File: src/rtl/sqrt_arb_pkg.sv
// Shared configuration, tag type and round-robin helper for sqrt_arbiter.
// The optional SQRT_ARB_PERF_EN build adds performance counters to the top.
package sqrt_arb_pkg;

    localparam int NUM_REQ      = 4;
    localparam int WIDTH_INPUT  = 16;
    localparam int WIDTH_OUTPUT = WIDTH_INPUT / 2 + WIDTH_INPUT % 2;
    localparam int LATENCY      = WIDTH_OUTPUT;
    localparam int FIFO_DEPTH   = 2;

    localparam int ID_W     = (NUM_REQ > 1) ? $clog2(NUM_REQ) : 1;
    localparam int CREDIT_W = $clog2(FIFO_DEPTH + 1);

    typedef logic [ID_W-1:0] req_id_t;

    typedef struct packed {
        logic    valid;
        req_id_t id;
    } tag_t;

    function automatic req_id_t rr_next(input req_id_t idx);
        return (idx == req_id_t'(NUM_REQ - 1)) ? '0 : idx + 1'b1;
    endfunction

endpackage

File: src/rtl/sqrt_result_fifo.sv
// Single-clock result FIFO; one instance per requester holds returned roots.
// The head is presented combinationally and reads as zero while empty.
module sqrt_result_fifo #(
    parameter int WIDTH = 8,
    parameter int DEPTH = 2
) (
    input  logic             clk,
    input  logic             rst_n,
    input  logic             push_i,
    input  logic [WIDTH-1:0] push_data_i,
    input  logic             pop_i,
    output logic [WIDTH-1:0] pop_data_o,
    output logic             empty_o,
    output logic             full_o
);

    localparam int AW = (DEPTH > 1) ? $clog2(DEPTH) : 1;
    localparam int CW = $clog2(DEPTH + 1);

    logic [WIDTH-1:0] mem_q [DEPTH];
    logic [AW-1:0]    wr_ptr_q, wr_ptr_d;
    logic [AW-1:0]    rd_ptr_q, rd_ptr_d;
    logic [CW-1:0]    count_q, count_d;
    logic             do_push, do_pop;

    function automatic logic [AW-1:0] wrap_inc(input logic [AW-1:0] p);
        return (p == AW'(DEPTH - 1)) ? '0 : p + 1'b1;
    endfunction

    assign empty_o    = (count_q == '0);
    assign full_o     = (count_q == CW'(DEPTH));
    assign do_pop     = pop_i && !empty_o;
    assign do_push    = push_i && (!full_o || do_pop);
    assign pop_data_o = empty_o ? '0 : mem_q[rd_ptr_q];

    assign wr_ptr_d = do_push ? wrap_inc(wr_ptr_q) : wr_ptr_q;
    assign rd_ptr_d = do_pop  ? wrap_inc(rd_ptr_q) : rd_ptr_q;
    assign count_d  = count_q + CW'(do_push) - CW'(do_pop);

    // NOTE: storage is not reset; the counters alone define validity, and an
    // empty FIFO never exposes the stale contents.
    always_ff @(posedge clk) begin
        if (do_push) mem_q[wr_ptr_q] <= push_data_i;
    end

    always_ff @(posedge clk or negedge rst_n) begin
        if (!rst_n) begin
            wr_ptr_q <= '0;
            rd_ptr_q <= '0;
            count_q  <= '0;
        end else begin
            wr_ptr_q <= wr_ptr_d;
            rd_ptr_q <= rd_ptr_d;
            count_q  <= count_d;
        end
    end

endmodule

File: src/rtl/sqrt_arbiter.sv
// Round-robin sharing of one external pipelined square-root unit among NUM_REQ
// requesters with credit-protected result FIFOs. Optional macro: SQRT_ARB_PERF_EN.
module sqrt_arbiter
    import sqrt_arb_pkg::*;
(
    input  logic                            clk,
    input  logic                            rst_n,
    input  logic [NUM_REQ-1:0]              req_valid,
    output logic [NUM_REQ-1:0]              req_ready,
    input  logic [NUM_REQ*WIDTH_INPUT-1:0]  req_radicand,
    output logic [NUM_REQ-1:0]              rsp_valid,
    input  logic [NUM_REQ-1:0]              rsp_ready,
    output logic [NUM_REQ*WIDTH_OUTPUT-1:0] rsp_root,
    output logic                            sq_valid_in,
    output logic [WIDTH_INPUT-1:0]          sq_radicand,
`ifdef SQRT_ARB_PERF_EN
    output logic [31:0]                     perf_issue_count,
    output logic [31:0]                     perf_block_count,
`endif
    input  logic                            sq_valid_out,
    input  logic [WIDTH_OUTPUT-1:0]         sq_root
);

    logic [CREDIT_W-1:0] credit_q [NUM_REQ];
    logic [CREDIT_W-1:0] credit_d [NUM_REQ];
    req_id_t             ptr_q, ptr_d;
    tag_t                tag_q [LATENCY];
    tag_t                tail;

    logic [NUM_REQ-1:0]  eligible;
    logic                found, grant;
    req_id_t             cand, win_id;

    logic [NUM_REQ-1:0]  fifo_push, fifo_pop, fifo_empty, fifo_full;

    assign tail = tag_q[LATENCY-1];

    // NOTE: every combinational output gets a default before any branch so no
    // path leaves a value held, which would otherwise infer a latch.
    always_comb begin
        eligible    = '0;
        found       = 1'b0;
        win_id      = ptr_q;
        req_ready   = '0;
        for (int k = 0; k < NUM_REQ; k++) begin
            eligible[k] = req_valid[k] && (credit_q[k] < CREDIT_W'(FIFO_DEPTH));
        end
        // NOTE: blocking assignments here are intentional: cand and found carry
        // the scan's running state from one iteration to the next.
        cand = rr_next(ptr_q);
        for (int i = 0; i < NUM_REQ; i++) begin
            if (!found && eligible[cand]) begin
                found  = 1'b1;
                win_id = cand;
            end
            cand = rr_next(cand);
        end
        // Gating with rst_n keeps every output low while reset is asserted.
        grant = found && rst_n;
        if (grant) req_ready[win_id] = 1'b1;
        sq_valid_in = grant;
        sq_radicand = grant ? req_radicand[win_id*WIDTH_INPUT +: WIDTH_INPUT] : '0;
        ptr_d       = grant ? win_id : ptr_q;
        for (int k = 0; k < NUM_REQ; k++) begin
            credit_d[k] = credit_q[k] + CREDIT_W'(req_ready[k]) - CREDIT_W'(fifo_pop[k]);
        end
    end

    always_ff @(posedge clk or negedge rst_n) begin
        if (!rst_n) begin
            ptr_q <= req_id_t'(NUM_REQ - 1);
            for (int k = 0; k < NUM_REQ; k++) credit_q[k] <= '0;
            for (int s = 0; s < LATENCY; s++) tag_q[s] <= '0;
        end else begin
            ptr_q    <= ptr_d;
            credit_q <= credit_d;
            tag_q[0] <= '{valid: grant, id: win_id};
            for (int s = 1; s < LATENCY; s++) tag_q[s] <= tag_q[s-1];
        end
    end

    for (genvar k = 0; k < NUM_REQ; k++) begin : g_req
        assign fifo_push[k] = sq_valid_out && tail.valid && (tail.id == req_id_t'(k));
        assign fifo_pop[k]  = rsp_ready[k] && !fifo_empty[k];
        assign rsp_valid[k] = !fifo_empty[k];

        sqrt_result_fifo #(
            .WIDTH (WIDTH_OUTPUT),
            .DEPTH (FIFO_DEPTH)
        ) u_fifo (
            .clk         (clk),
            .rst_n       (rst_n),
            .push_i      (fifo_push[k]),
            .push_data_i (sq_root),
            .pop_i       (fifo_pop[k]),
            .pop_data_o  (rsp_root[k*WIDTH_OUTPUT +: WIDTH_OUTPUT]),
            .empty_o     (fifo_empty[k]),
            .full_o      (fifo_full[k])
        );
    end

    // A result with no matching issue means the root unit is out of step with the tag line.
    assert property (@(posedge clk) disable iff (!rst_n) sq_valid_out |-> tail.valid)
        else $error("sqrt_arbiter: sq_valid_out without an issued tag");
    assert property (@(posedge clk) disable iff (!rst_n)
                     (sq_valid_out && tail.valid) |-> (!fifo_full[tail.id] || fifo_pop[tail.id]))
        else $error("sqrt_arbiter: result returned to a full FIFO");

`ifdef SQRT_ARB_PERF_EN
    logic [31:0] perf_issue_q, perf_block_q;

    always_ff @(posedge clk or negedge rst_n) begin
        if (!rst_n) begin
            perf_issue_q <= '0;
            perf_block_q <= '0;
        end else begin
            if (grant) perf_issue_q <= perf_issue_q + 32'd1;
            if ((|req_valid) && !grant) perf_block_q <= perf_block_q + 32'd1;
        end
    end

    assign perf_issue_count = perf_issue_q;
    assign perf_block_count = perf_block_q;
`endif

endmodule

File: config.mk
export PLATFORM = sky130hd
export DESIGN_NAME = sqrt_arbiter
export DESIGN_NICKNAME = d
export VERILOG_FILES = /design/src/rtl/sqrt_arb_pkg.sv /design/src/rtl/sqrt_result_fifo.sv /design/src/rtl/sqrt_arbiter.sv
export SDC_FILE = /design/constraint.sdc
export NUM_CORES = 1
export LEC_CHECK = 0
export BUFFER_PORTS_ARGS = -buffer_cell sky130_fd_sc_hd__clkbuf_2
export CAP_MARGIN = 15
export CELL_PAD_IN_SITES_DETAIL_PLACEMENT = 0
export CELL_PAD_IN_SITES_GLOBAL_PLACEMENT = 1
export CORE_ASPECT_RATIO = 2
export CORE_UTILIZATION = 30
export DETAILED_ROUTE_END_ITERATION = 10
export PLACE_DENSITY = 0.57
export SLEW_MARGIN = 20
export SYNTH_ARGS = -nofsm -noshare
export SYNTH_HDL_FRONTEND = slang
export SYNTH_SLANG_ARGS = --single-unit
export TNS_END_PERCENT = 30
File: constraint.sdc
create_clock -name clk -period 6.84 [get_ports clk]
set_input_delay 1.368 -clock clk [delete_from_list [all_inputs] [get_ports clk]]
set_output_delay 1.368 -clock clk [all_outputs]
set_load 0.02 [all_outputs]
==> out/results.env, run 1 <==
DIEHEIGHT_UM=211
YS_WARN_COUNT=0
CRITICAL_PATH.SLOWEST_CELL='and3_2'
PATH_COMMON_CELL='buf_4'
WORST_PATH_DOMINANT_CELL_FAMILY='simple AND/OR/NAND/NOR gates'
POST_ROUTE_CELLS_DRIVE_ABOVE_1_SHARE=0.271
CRITICAL_PATH_CLASS='flop to output pin'
CLOCK-SINKS=114
POWER.DENSITY_nW_PER_UM2=559
NUMCTSBUFFERS=25
NUM_ROWS=76
SYNTH.CELL_AREA_UM2=6540
FINAL_CELL_AREA_UM2=8110
GP_ROUTABILITY_CONGESTION=0.778
SYNTH_ENABLE_FLOP_CELLS=64
MOSTFREQUENTLAYOUTCELLS='clkbuf_2 (139), edfxtp_1 (64), o221ai_1 (48), dfrtp_1 (48), nor2_1 (46)'
NUMBER_OF_ANTENNA_VIOLATIONS_AT_THE_FIRST_CHECK_IN_GLOBAL_ROUTING=0
SWSHARE=0.440
SYNTHESIS.NETS=682
GRT.TOTAL_USAGE=0.166
VIAS_PER_CELL=5.40
MAX_SLEW_VIOLATION_COUNT=0
POWER_SHARE_OF_THE_SEQUENTIAL_GROUP=0.228
CP_BUF_INV_COUNT=3
GR-TOTAL-OVERFLOW=0
FINCLKSKEW_NS=0.0164
SYNTH_TOP_AREA_FRAC=0.294
CTS-HTREE-LEVELS=4
CORE_UM2=21500
FMAXACHIEVABLE_MHz=174
GRT_SETUP_UNREPAIRED='no'
CLOCKROOTBUFFER='clkbuf_16'
P_SWITCHING_mW=2.00
VIAS=5358
SHARE_COMB_OF_TOTAL_POWER=0.558
DP_HPWL_UM=13100
DP_WORST_SETUP_SLACK_NS=1.20
FINAL-SETUP-VIOL-COUNT=0
FIRST_GLOBAL_VIAS=5444
CTS_TREE='built'
STATUS='finished, final reports clean'
PATH_CLK_SLEW_NS=0.04
DRC=0
PLACED_AREA_UM2=7430
CTS.PATH.MAX_BUFFERS=3
AREA_OF_THE_DIE_UM2=22400
INTERNAL-POWER_mW=2.54
WORST_SLEW_PIN_SLEW_NS=1.03
DIE-WIDTH_UM=106
ANTENNA_CELLS_INSERTED=0
AREAGROWTHSYNTHTOFINISH_PCT=24.1
IOS=140
SYNTH_AREA_LEADER_CELL='edfxtp_1'
ROUTE.DETAILED.WL_PER_INST_UM=18.5
MOSTFREQUENTLAYOUTCELL='clkbuf_2'
CLOCK_POWER_SHARE=0.214
CLOCK_LATENCY_NS=0.45
TOTAL_OF_FLIP_FLOPS_PLUS_LATCHES_AFTER_SYNTHESIS=114
NUMBER_OF_MAX_CAP_VIOLATIONS=0
SYN_AREA_PER_CELL_UM2=11.2
FIN_WS_NS=1.09
CTS_SETUP_BUFFERS=0
DESIGN.FINAL.NETS=813
ASYNC_FLOP_SHARE=0.439
SYNTH_CELLS=582
DRT_ITER0_MARKERS=247
MAX_STAGE_DELAY_NS=0.61
STARTPOINT_TYPE='flop'
YOSYS-TOP-CELLS-AREA='edfxtp_1 (29%), dfrtp_1 (18%), o221ai_1 (6.4%)'
CTS.REPAIR.RESIZED=0
BUFFER_PORTS.INSERTED=139
INITIAL_STANDARD_CELL_UTILIZATION_OF_THE_CORE=0.304
CP.ARRIVAL_NS=4.38
WORST_HOLD_PATH_TYPE='flop to flop'
VDD.IR_DROP.WORST_mV=0.302
REPORT.FINAL.HOLD_VIOL_COUNT=0
TIMING.CRITICAL_PATH.REQUIRED_NS=5.47
WORSTPATHCELLLIST='buf_4, or2_1, nor3_1, o21ai_1, and3_2, buf_4, and2_1, a211oi_1, o31a_1, o32ai_1, clkbuf_2'
CTS_HOLD_BUFFERS=0
PIN_COUNT_OF_THE_BIGGEST_NET_ENTERING_GLOBAL_ROUTING=68
TIMING.MAX_SLEW.REL_SLACK=0.306
DRTANTENNAVIOLNETS=0
POSTSYNTH.TOPFLOPCELL='edfxtp_1'
POWER_LEAKAGE_nW=3.27
SEQ_AREA_FRAC_SYNTH=0.486
DRT-PASS1-ITER-COUNT=5
SETUP_TNS_NS=0
POST-ROUTE-PERIOD-UTIL=0.841
FIRST_PASS_GRT_WIRE_LENGTH_UM=29100
TIMING.CRITICAL_PATH.FANOUT_MAX=67
DETAIL_ROUTE.WIRELENGTH_UM=18300
FINALWORSTPATHREQUIREDPERIOD_NS=5.75
UNIQUE_MASTERS_POST_SYNTH=48
CP-END-KIND='output pin'
final cells by class:
class                           instances  area [um^2]
Tap cell                              273          342
Sequential cell                       114         3180
Multi-Input combinational cell        399         3060
Inverter                               24         90.1
Clock inverter                          5         21.3
Timing Repair Buffer                  149          771
Fill cell                            2177        13400
Clock buffer                           28          657
power by group through the flow:
stage	Clock (mW)	Sequential (mW)	Combinational, mW
finish	0.970	1.03	2.53
global route	1.03	1.06	2.77
CTS	0.995	1.04	2.56
detailed placement	0	1.05	2.55
global placement	0	1.04	2.49
floorplan	0	0.973	1.98
synthesized netlist by cell type, types with 10 or more instances:
master	instances
nor2_1	46
xnor2_1	16
clkbuf_1	29
ha_1	17
o22ai_1	17
and2_1	35
nor2b_1	12
mux2i_1	32
nand2_1	10
edfxtp_1	64
inv_1	24
o221ai_1	48
dfrtp_1	48
nor3b_1	31
a211oi_1	32
o31a_1	30
cell families after synthesis:
kind of cell	count (synthesis)	share of synthesized area
adders and majority gates	17	0.0325
and+or+nand+nor	156	0.136
xor gates and xnor gates	24	0.0321
buffers and inverters	69	0.0476
AOI/OAI and AO/OA	169	0.215
muxes	33	0.0513
DFF	114	0.486
state kept, by name (all words and copies together) (netlist names):
register and flops:
credit_q 8, g_req.u_fifo.count_q 8, ptr_q 2, g_req.u_fifo.mem_q 64
tag_q 24, g_req.u_fifo.wr_ptr_q 4, g_req.u_fifo.rd_ptr_q 4
through the flow:
step | util | total power, mW | cells | hold WS, ns
2_1_floorplan | - | 2.95 | 582 | 0.331
3_3_place_gp | 0.346 | 3.53 | 959 | 0.333
3_5_place_dp | 0.346 | 3.60 | 959 | 0.336
4_1_cts | 0.377 | 4.60 | 992 | 0.346
5_1_grt | 0.377 | 4.86 | 992 | 0.353
6_report | 0.377 | 4.53 | 992 | 0.344
worst paths after layout:
path | startpoint | endpoint | slack, ns | cells past startpoint
worst max-delay path | ptr_q[0] | sq_radicand[4] | 1.09 | 11
worst min register to register | tag_q[12] | tag_q[9] | 0.34 | 0
worst max register to register | ptr_q[0] | credit_q[1] | 2.89 | 11
min in group asynchronous | rst_n | g_req[0].u_fifo.rd_ptr_q | 1.09 | 2
max in group asynchronous | rst_n | g_req[3].u_fifo.rd_ptr_q | 5.29 | 2
worst min-delay path | tag_q[12] | tag_q[9] | 0.34 | 0
layer usage:
metal / global-route usage / share of wire
met1: 0.177 / 0.37
met2: 0.317 / 0.56
met3: 0.0275 / 0.047
met4: 0.0666 / 0.023
met5: 0 / 0
(Power assumes the default switching activity.)
==> inputs of run 2 (changes only) <==
PLACE_DENSITY = 0.6   (was 0.57)
clock period = 4.9 ns   (was 6.84 ns; I/O delays follow)
==> run 2 against run 1 <==
Sequential share of layout area is 0.45 points higher. Clock skew down 0.0091 ns. Via count rose by 0.21%. Combinational power grew 42%. Global-route usage about the same. Total power up 36%. Clock-buffer cell count shrank 6. Clock power grew 18%. Final area is 1.1% lower. Worst hold slack better by 0.00055 ns. Largest cell class unchanged.
==> out/results.env, run 2 (synthesis gave the netlist of run 1 again) <==
STATUS='finished, final reports clean'
ANTENNA_CELLS_INSERTED=0  # unchanged
NUM_ROWS=76  # unchanged
POST-ROUTE-PERIOD-UTIL=0.922
TIMING.CRITICAL_PATH.FANOUT_MAX=62  # -7.5%
NUMBER_OF_ANTENNA_VIOLATIONS_AT_THE_FIRST_CHECK_IN_GLOBAL_ROUTING=0  # unchanged
CTS_HOLD_BUFFERS=0  # unchanged
GRT.TOTAL_USAGE=0.166  # -0.000359
DP_HPWL_UM=12700  # -3.1%
DRC=0  # unchanged
WORST_R2R_PATH_DEPTH=12  # +1
INITIAL_STANDARD_CELL_UTILIZATION_OF_THE_CORE=0.304  # unchanged
RR_ENDPOINT='credit_q[7]'
FIN_TOTAL_PWR_mW=6.17  # +36%
TOP_REGISTER='g_req.u_fifo.mem_q'
CORE_UM2=21500  # unchanged
CTS.REPAIR.RESIZED=0  # unchanged
WORST_SLEW_PIN_SLEW_NS=0.743  # -0.288 ns
WORSTSETUPENDPOINT='sq_radicand[2]'
NUMBER_OF_MAX_CAP_VIOLATIONS=0  # unchanged
DESIGN.FINAL.NETS=808  # -0.62%
AREAGROWTHSYNTHTOFINISH_PCT=22.6
CLOCK_LATENCY_NS=0.41  # -0.04 ns
DRT-PASS1-ITER-COUNT=6  # +1
TIMING.MAX_SLEW.REL_SLACK=0.503  # +0.196
CRITICAL_PATH_CLASS='input port to output pin'
TIMING.CRITICAL_PATH.REQUIRED_NS=3.92  # -1.55 ns
TIMING.RR.START='ptr_q[0]'
CP-END-KIND='output pin'
CTS.PATH.MAX_BUFFERS=2  # -1
GR-TOTAL-OVERFLOW=0  # unchanged
PATH_CLK_SLEW_NS=0.06  # +0.02 ns
MOSTFREQUENTLAYOUTCELL='clkbuf_2'
ROUTE.DETAILED.WL_PER_INST_UM=18.1  # -2.3%
AREA_OF_THE_DIE_UM2=22400  # unchanged
VIAS=5369  # +0.21%
MOSTFREQUENTLAYOUTCELLS='clkbuf_2 (139), edfxtp_1 (64), o221ai_1 (48), dfrtp_1 (48), nor2_1 (46)'
FINAL_CORE_UTILIZATION=0.373  # -0.00431
DIE-WIDTH_UM=106  # unchanged
CP.ARRIVAL_NS=3.54  # -0.84 ns
MAX_SLEW_VIOLATION_COUNT=0  # unchanged
CTS-HTREE-LEVELS=4  # unchanged
IOS=140  # unchanged
SETUP_TNS_NS=0  # unchanged
DRT_ITER0_MARKERS=280  # +13%
REG_TOP3='g_req.u_fifo.mem_q (64), tag_q (24)'
WORST_HOLD_PATH_TYPE='flop to flop'
DETAIL_ROUTE.WIRELENGTH_UM=17900  # -2.1%
FINCLKSKEW_NS=0.00739  # -0.00905 ns
CTS_SETUP_BUFFERS=0  # unchanged
FINALWORSTPATHREQUIREDPERIOD_NS=4.52
CLOCK-SINKS=114  # unchanged
POWER.DENSITY_nW_PER_UM2=769  # +38%
DRTANTENNAVIOLNETS=0  # unchanged
BUFFER_PORTS.INSERTED=139  # unchanged
VDD.IR_DROP.WORST_mV=0.371  # +23%
STARTPOINT_TYPE='input port'
INSTANCES_NO_FILL=994  # +0.20%
FINAL-SETUP-VIOL-COUNT=0  # unchanged
VIAS_PER_CELL=5.40  # about the same
DIEHEIGHT_UM=211  # unchanged
CLOCKROOTBUFFER='clkbuf_16'
FMAXACHIEVABLE_MHz=221
WHS_NS=0.345  # +0.000551 ns
NUMBER_OF_PLACED_CELLS_COUNTING_WELL_TAPS=962  # +0.31%
NUMCTSBUFFERS=17  # -32%
CRITPATHLAUNCH='req_valid[2]'
REPORT.FINAL.HOLD_VIOL_COUNT=0  # unchanged
GP_ROUTABILITY_CONGESTION=0.752  # -3.3%
POST_ROUTE_CELLS_DRIVE_ABOVE_1_SHARE=0.273  # +0.00202
FIRST_PASS_GRT_WIRE_LENGTH_UM=28600  # -1.6%
GRT_SETUP_UNREPAIRED='no'
SETUP.REG_TO_REG.WORST_SLACK_NS=1.69  # -1.20 ns
POWER_LEAKAGE_nW=3.21  # -1.7%
NUMBER_OF_FLIP_FLOPS_IN_THE_LARGEST_REGISTER=64  # unchanged
PIN_COUNT_OF_THE_BIGGEST_NET_ENTERING_GLOBAL_ROUTING=67  # -1.5%
FIRST_GLOBAL_VIAS=5356  # -1.6%
CTS_TREE='built'
[run 2: final cells by class]
cell class / instances / area, um^2
multi-input combinational: 399 / 3060
clock inverter: 10 / 85.1
sequential: 114 / 3180
timing repair buffer: 152 / 806
inverter: 24 / 90.1
tap: 273 / 342
fill: 2202 / 13500
clock buffer: 22 / 465
[run 2: worst max-delay path, cell delays in order]
cell and delay [ns]:
clkbuf_2 0.09, nor2b_1 0.43, nor3_1 0.10, o21ai_1 0.31
and3_2 0.28, buf_12 0.24, and2_1 0.17, a211oi_1 0.05
o31a_1 0.30, o32ai_1 0.32, clkbuf_2 0.23
[run 2: worst min path at each step]
stage | from | to | slack [ns] | depth (start not counted)
global placement | tag_q[18] | tag_q[15] | 0.33 | 0
global route | tag_q[4] | tag_q[1] | 0.35 | 0
detailed placement | tag_q[13] | tag_q[10] | 0.34 | 0
finish | tag_q[13] | tag_q[10] | 0.34 | 0
CTS | tag_q[13] | tag_q[10] | 0.34 | 0
floorplan | tag_q[3] | tag_q[0] | 0.33 | 0
[run 2: per-stage QoR]
stage / worst slack [ns] / cell area, um^2
after global placement: 0.457 / 7470
after CTS: 0.416 / 8020
final: 0.380 / 8020
after floorplan: 0.931 / 6540
after detailed placement: 0.425 / 7470
after global routing: 0.199 / 8020
[run 2: per-layer routing]
metal | wire (um) | part of all wire | track usage | vias up
li1 | - | - | - | 2516
met1 | 6710 | 0.37 | 0.175 | 2638
met2 | 9940 | 0.55 | 0.314 | 191
met3 | 940 | 0.052 | 0.0364 | 24
met4 | 359 | 0.020 | 0.0603 | 0
met5 | 0 | 0 | 0 | -
[run 2: report_power, final]
group          switching (mW)  internal [mW]  total (mW)
Sequential              0.181           1.26        1.44
Combinational            2.19           1.39        3.59
Clock                   0.417          0.720        1.14
==> inputs of run 3 (changes only) <==
CORE_ASPECT_RATIO = 1.75   (was 2)
==> run 3 against run 2 <==
Critical path depth did not move. Critical path type is now flop to output pin. Total power rose by 2.6%. Register-to-register slack got worse by 0.17 ns. Largest cell class unchanged. First-iteration DRC count fell by 28%. Clock skew rose by 0.0033 ns. Sequential power barely moved.
==> out/results.env, run 3 (synthesis gave the netlist of run 1 again) <==
STATUS='finished, final reports clean'
CLOCK_LATENCY_NS=0.41  # about the same
DRC=0  # unchanged
CTS.PATH.MAX_BUFFERS=2  # unchanged
INTERNAL-POWER_mW=3.49  # +3.4%
FIRST_PASS_GRT_WIRE_LENGTH_UM=28600  # about the same
POST_ROUTE_CELLS_DRIVE_ABOVE_1_SHARE=0.278  # +0.00455
NUMBER_OF_MAX_CAP_VIOLATIONS=0  # unchanged
DRT_ITER0_MARKERS=201  # -28%
FIN_TOTAL_PWR_mW=6.33  # +2.6%
FIRST_GLOBAL_VIAS=5548  # +3.6%
CP-END-KIND='output pin'
FINALWORSTPATHREQUIREDPERIOD_NS=4.62  # +0.0965 ns
BUFFER_PORTS.INSERTED=139  # unchanged
P_SWITCHING_mW=2.84  # +1.6%
CTS_TREE='built'
FMAXACHIEVABLE_MHz=217  # -2.1%
MAX_STAGE_DELAY_NS=0.55  # +0.12 ns
GP_ROUTABILITY_CONGESTION=0.799  # +6.3%
NUMCTSBUFFERS=17  # unchanged
HOLD-PATH-ENDPOINT='tag_q[12]'
AREA_OF_THE_DIE_UM2=22400  # about the same
SHARE_COMB_OF_TOTAL_POWER=0.570  # -0.011
DRTANTENNAVIOLNETS=0  # unchanged
FINAL_CELL_AREA_UM2=8130  # +1.4%
REG_TOP3='g_req.u_fifo.mem_q (64), tag_q (24)'
CLOCK-SINKS=114  # unchanged
INITIAL_STANDARD_CELL_UTILIZATION_OF_THE_CORE=0.305  # +0.00116
FINAL-SETUP-VIOL-COUNT=0  # unchanged
GRT.TOTAL_USAGE=0.165  # -0.000491
CRITICAL_PATH_CLASS='flop to output pin'
VDD.IR_DROP.WORST_mV=0.374  # +0.79%
GR-TOTAL-OVERFLOW=0  # unchanged
NUMBER_OF_PLACED_CELLS_COUNTING_WELL_TAPS=980  # +1.9%
INSTANCES_NO_FILL=1012  # +1.8%
PIN_COUNT_OF_THE_BIGGEST_NET_ENTERING_GLOBAL_ROUTING=67  # unchanged
WORST_R2R_PATH_DEPTH=10  # -2
NUMBER_OF_FLIP_FLOPS_IN_THE_LARGEST_REGISTER=64  # unchanged
DIEHEIGHT_UM=197  # -6.4%
MOSTFREQUENTLAYOUTCELLS='clkbuf_2 (139), edfxtp_1 (64), o221ai_1 (48), dfrtp_1 (48), nor2_1 (46)'
TIMING.MAX_SLEW.REL_SLACK=0.503  # about the same
CLOCK_POWER_SHARE=0.199  # +0.015
SWSHARE=0.448  # -0.00456
CORE_UM2=21400  # -0.38%
WHS_NS=0.338  # -0.00662 ns
CTS-HTREE-LEVELS=4  # unchanged
STARTPOINT_TYPE='flop'
REPORT.FINAL.HOLD_VIOL_COUNT=0  # unchanged
CTS_SETUP_BUFFERS=0  # unchanged
CTS_HOLD_BUFFERS=0  # unchanged
TIMING.CRITICAL_PATH.FANOUT_MAX=62  # unchanged
TIMING.RR.START='ptr_q[0]'
AREAGROWTHSYNTHTOFINISH_PCT=24.3
VIAS=5388  # +0.35%
SETUP_TNS_NS=0  # unchanged
FINAL_CORE_UTILIZATION=0.380  # +0.00650
FIN_WS_NS=0.284  # -0.0965 ns
IOS=140  # unchanged
MOSTFREQUENTLAYOUTCELL='clkbuf_2'
TIMING.CRITICAL_PATH.REQUIRED_NS=3.92  # about the same
ROUTE.DETAILED.WL_PER_INST_UM=17.8  # -1.4%
DETAIL_ROUTE.WIRELENGTH_UM=18000  # +0.34%
DRT-PASS1-ITER-COUNT=4  # -2
CRITICAL_PATH.SLOWEST_CELL='dfstp_4'
FINCLKSKEW_NS=0.0107  # +0.00328 ns
PATH_CLK_SLEW_NS=0.06  # about the same
POST-ROUTE-PERIOD-UTIL=0.942  # +0.0197
DESIGN.FINAL.NETS=807  # -0.12%
TOP_REGISTER='g_req.u_fifo.mem_q'
CLOCKROOTBUFFER='clkbuf_16'
DP_HPWL_UM=12800  # +0.69%
DIE-WIDTH_UM=114  # +6.8%
POWER.DENSITY_nW_PER_UM2=778  # +1.2%
POWER_SHARE_OF_THE_SEQUENTIAL_GROUP=0.231  # -0.003
MAX_SLEW_VIOLATION_COUNT=0  # unchanged
POWER_LEAKAGE_nW=3.24  # +0.84%
HOLDCRITSTARTPOINT='tag_q[15]'
CP.ARRIVAL_NS=3.64  # +0.10 ns
RR_ENDPOINT='credit_q[1]'
GRT_SETUP_UNREPAIRED='no'
PLACED_AREA_UM2=7510  # +0.54%
WORST_HOLD_PATH_TYPE='flop to flop'
WORST_SLEW_PIN_SLEW_NS=0.739  # -0.00422 ns
NUM_ROWS=71  # -6.6%
VIAS_PER_CELL=5.32  # -1.4%
NUMBER_OF_ANTENNA_VIOLATIONS_AT_THE_FIRST_CHECK_IN_GLOBAL_ROUTING=0  # unchanged
SETUP.REG_TO_REG.WORST_SLACK_NS=1.52  # -0.17 ns
DP_WORST_SETUP_SLACK_NS=0.341  # -0.0838 ns
WORSTHOLDPATHCELLS=0  # unchanged
ANTENNA_CELLS_INSERTED=0  # unchanged
WORSTPATHCELLLIST='ha_2, nor2_2, nor2_1, a31oi_2, and3_1, buf_12, and2_1, a211oi_1, o31a_1, o32ai_1, clkbuf_2'
==> run 3: critical path: cells and delay by family, from the launching register on <==
kind / cells / cell delay, ns
simple gates: 4 / 0.86
buf+inv: 2 / 0.49
fa+ha+maj: 1 / 0.23
compound gates: 4 / 1.07
flops: 1 / 0.55
==> run 3: power by group through the flow <==
stage	Combinational (mW)	Clock, mW	Sequential [mW]
after floorplan	2.77	0	1.36
after global placement	3.55	0	1.47
after detailed placement	3.63	0	1.48
after CTS	3.64	1.29	1.47
after global routing	3.95	1.33	1.50
final	3.60	1.26	1.46
==> run 3: worst max path at each step <==
stage,start,to,slack [ns],cells after the start
final,ptr_q[0],sq_radicand[3],0.28,11
after floorplan,req_valid[2],sq_radicand[4],0.93,11
after CTS,ptr_q[0],sq_radicand[3],0.05,11
after global routing,ptr_q[0],sq_radicand[3],0.05,11
after detailed placement,req_valid[2],sq_radicand[3],0.34,11
after global placement,req_valid[2],sq_radicand[3],0.47,11
==> run 3: layout make-up <==
| class | instances | area, um^2 |
|---|---|---|
| clock buffer | 18 | 429 |
| fill | 2125 | 13300 |
| multi-input combinational | 399 | 3060 |
| clock inverter | 14 | 180 |
| timing repair buffer | 151 | 823 |
| inverter | 24 | 90.1 |
| sequential | 114 | 3180 |
| tap | 292 | 365 |
==> run 3: routing by layer <==
| layer | part of all wire | vias to the layer above | track usage |
|---|---|---|---|
| met5 | 0 | - | 0 |
| met4 | 0.011 | 0 | 0.0507 |
| li1 | - | 2513 | - |
| met2 | 0.55 | 196 | 0.316 |
| met3 | 0.057 | 12 | 0.0427 |
| met1 | 0.38 | 2667 | 0.173 |
==> run 3: what timing repair did <==
action,4_1_cts,5_1_grt
gates resized for setup,0,3
endpoints found under the setup margin,0,10
hold endpoints to repair,0,0
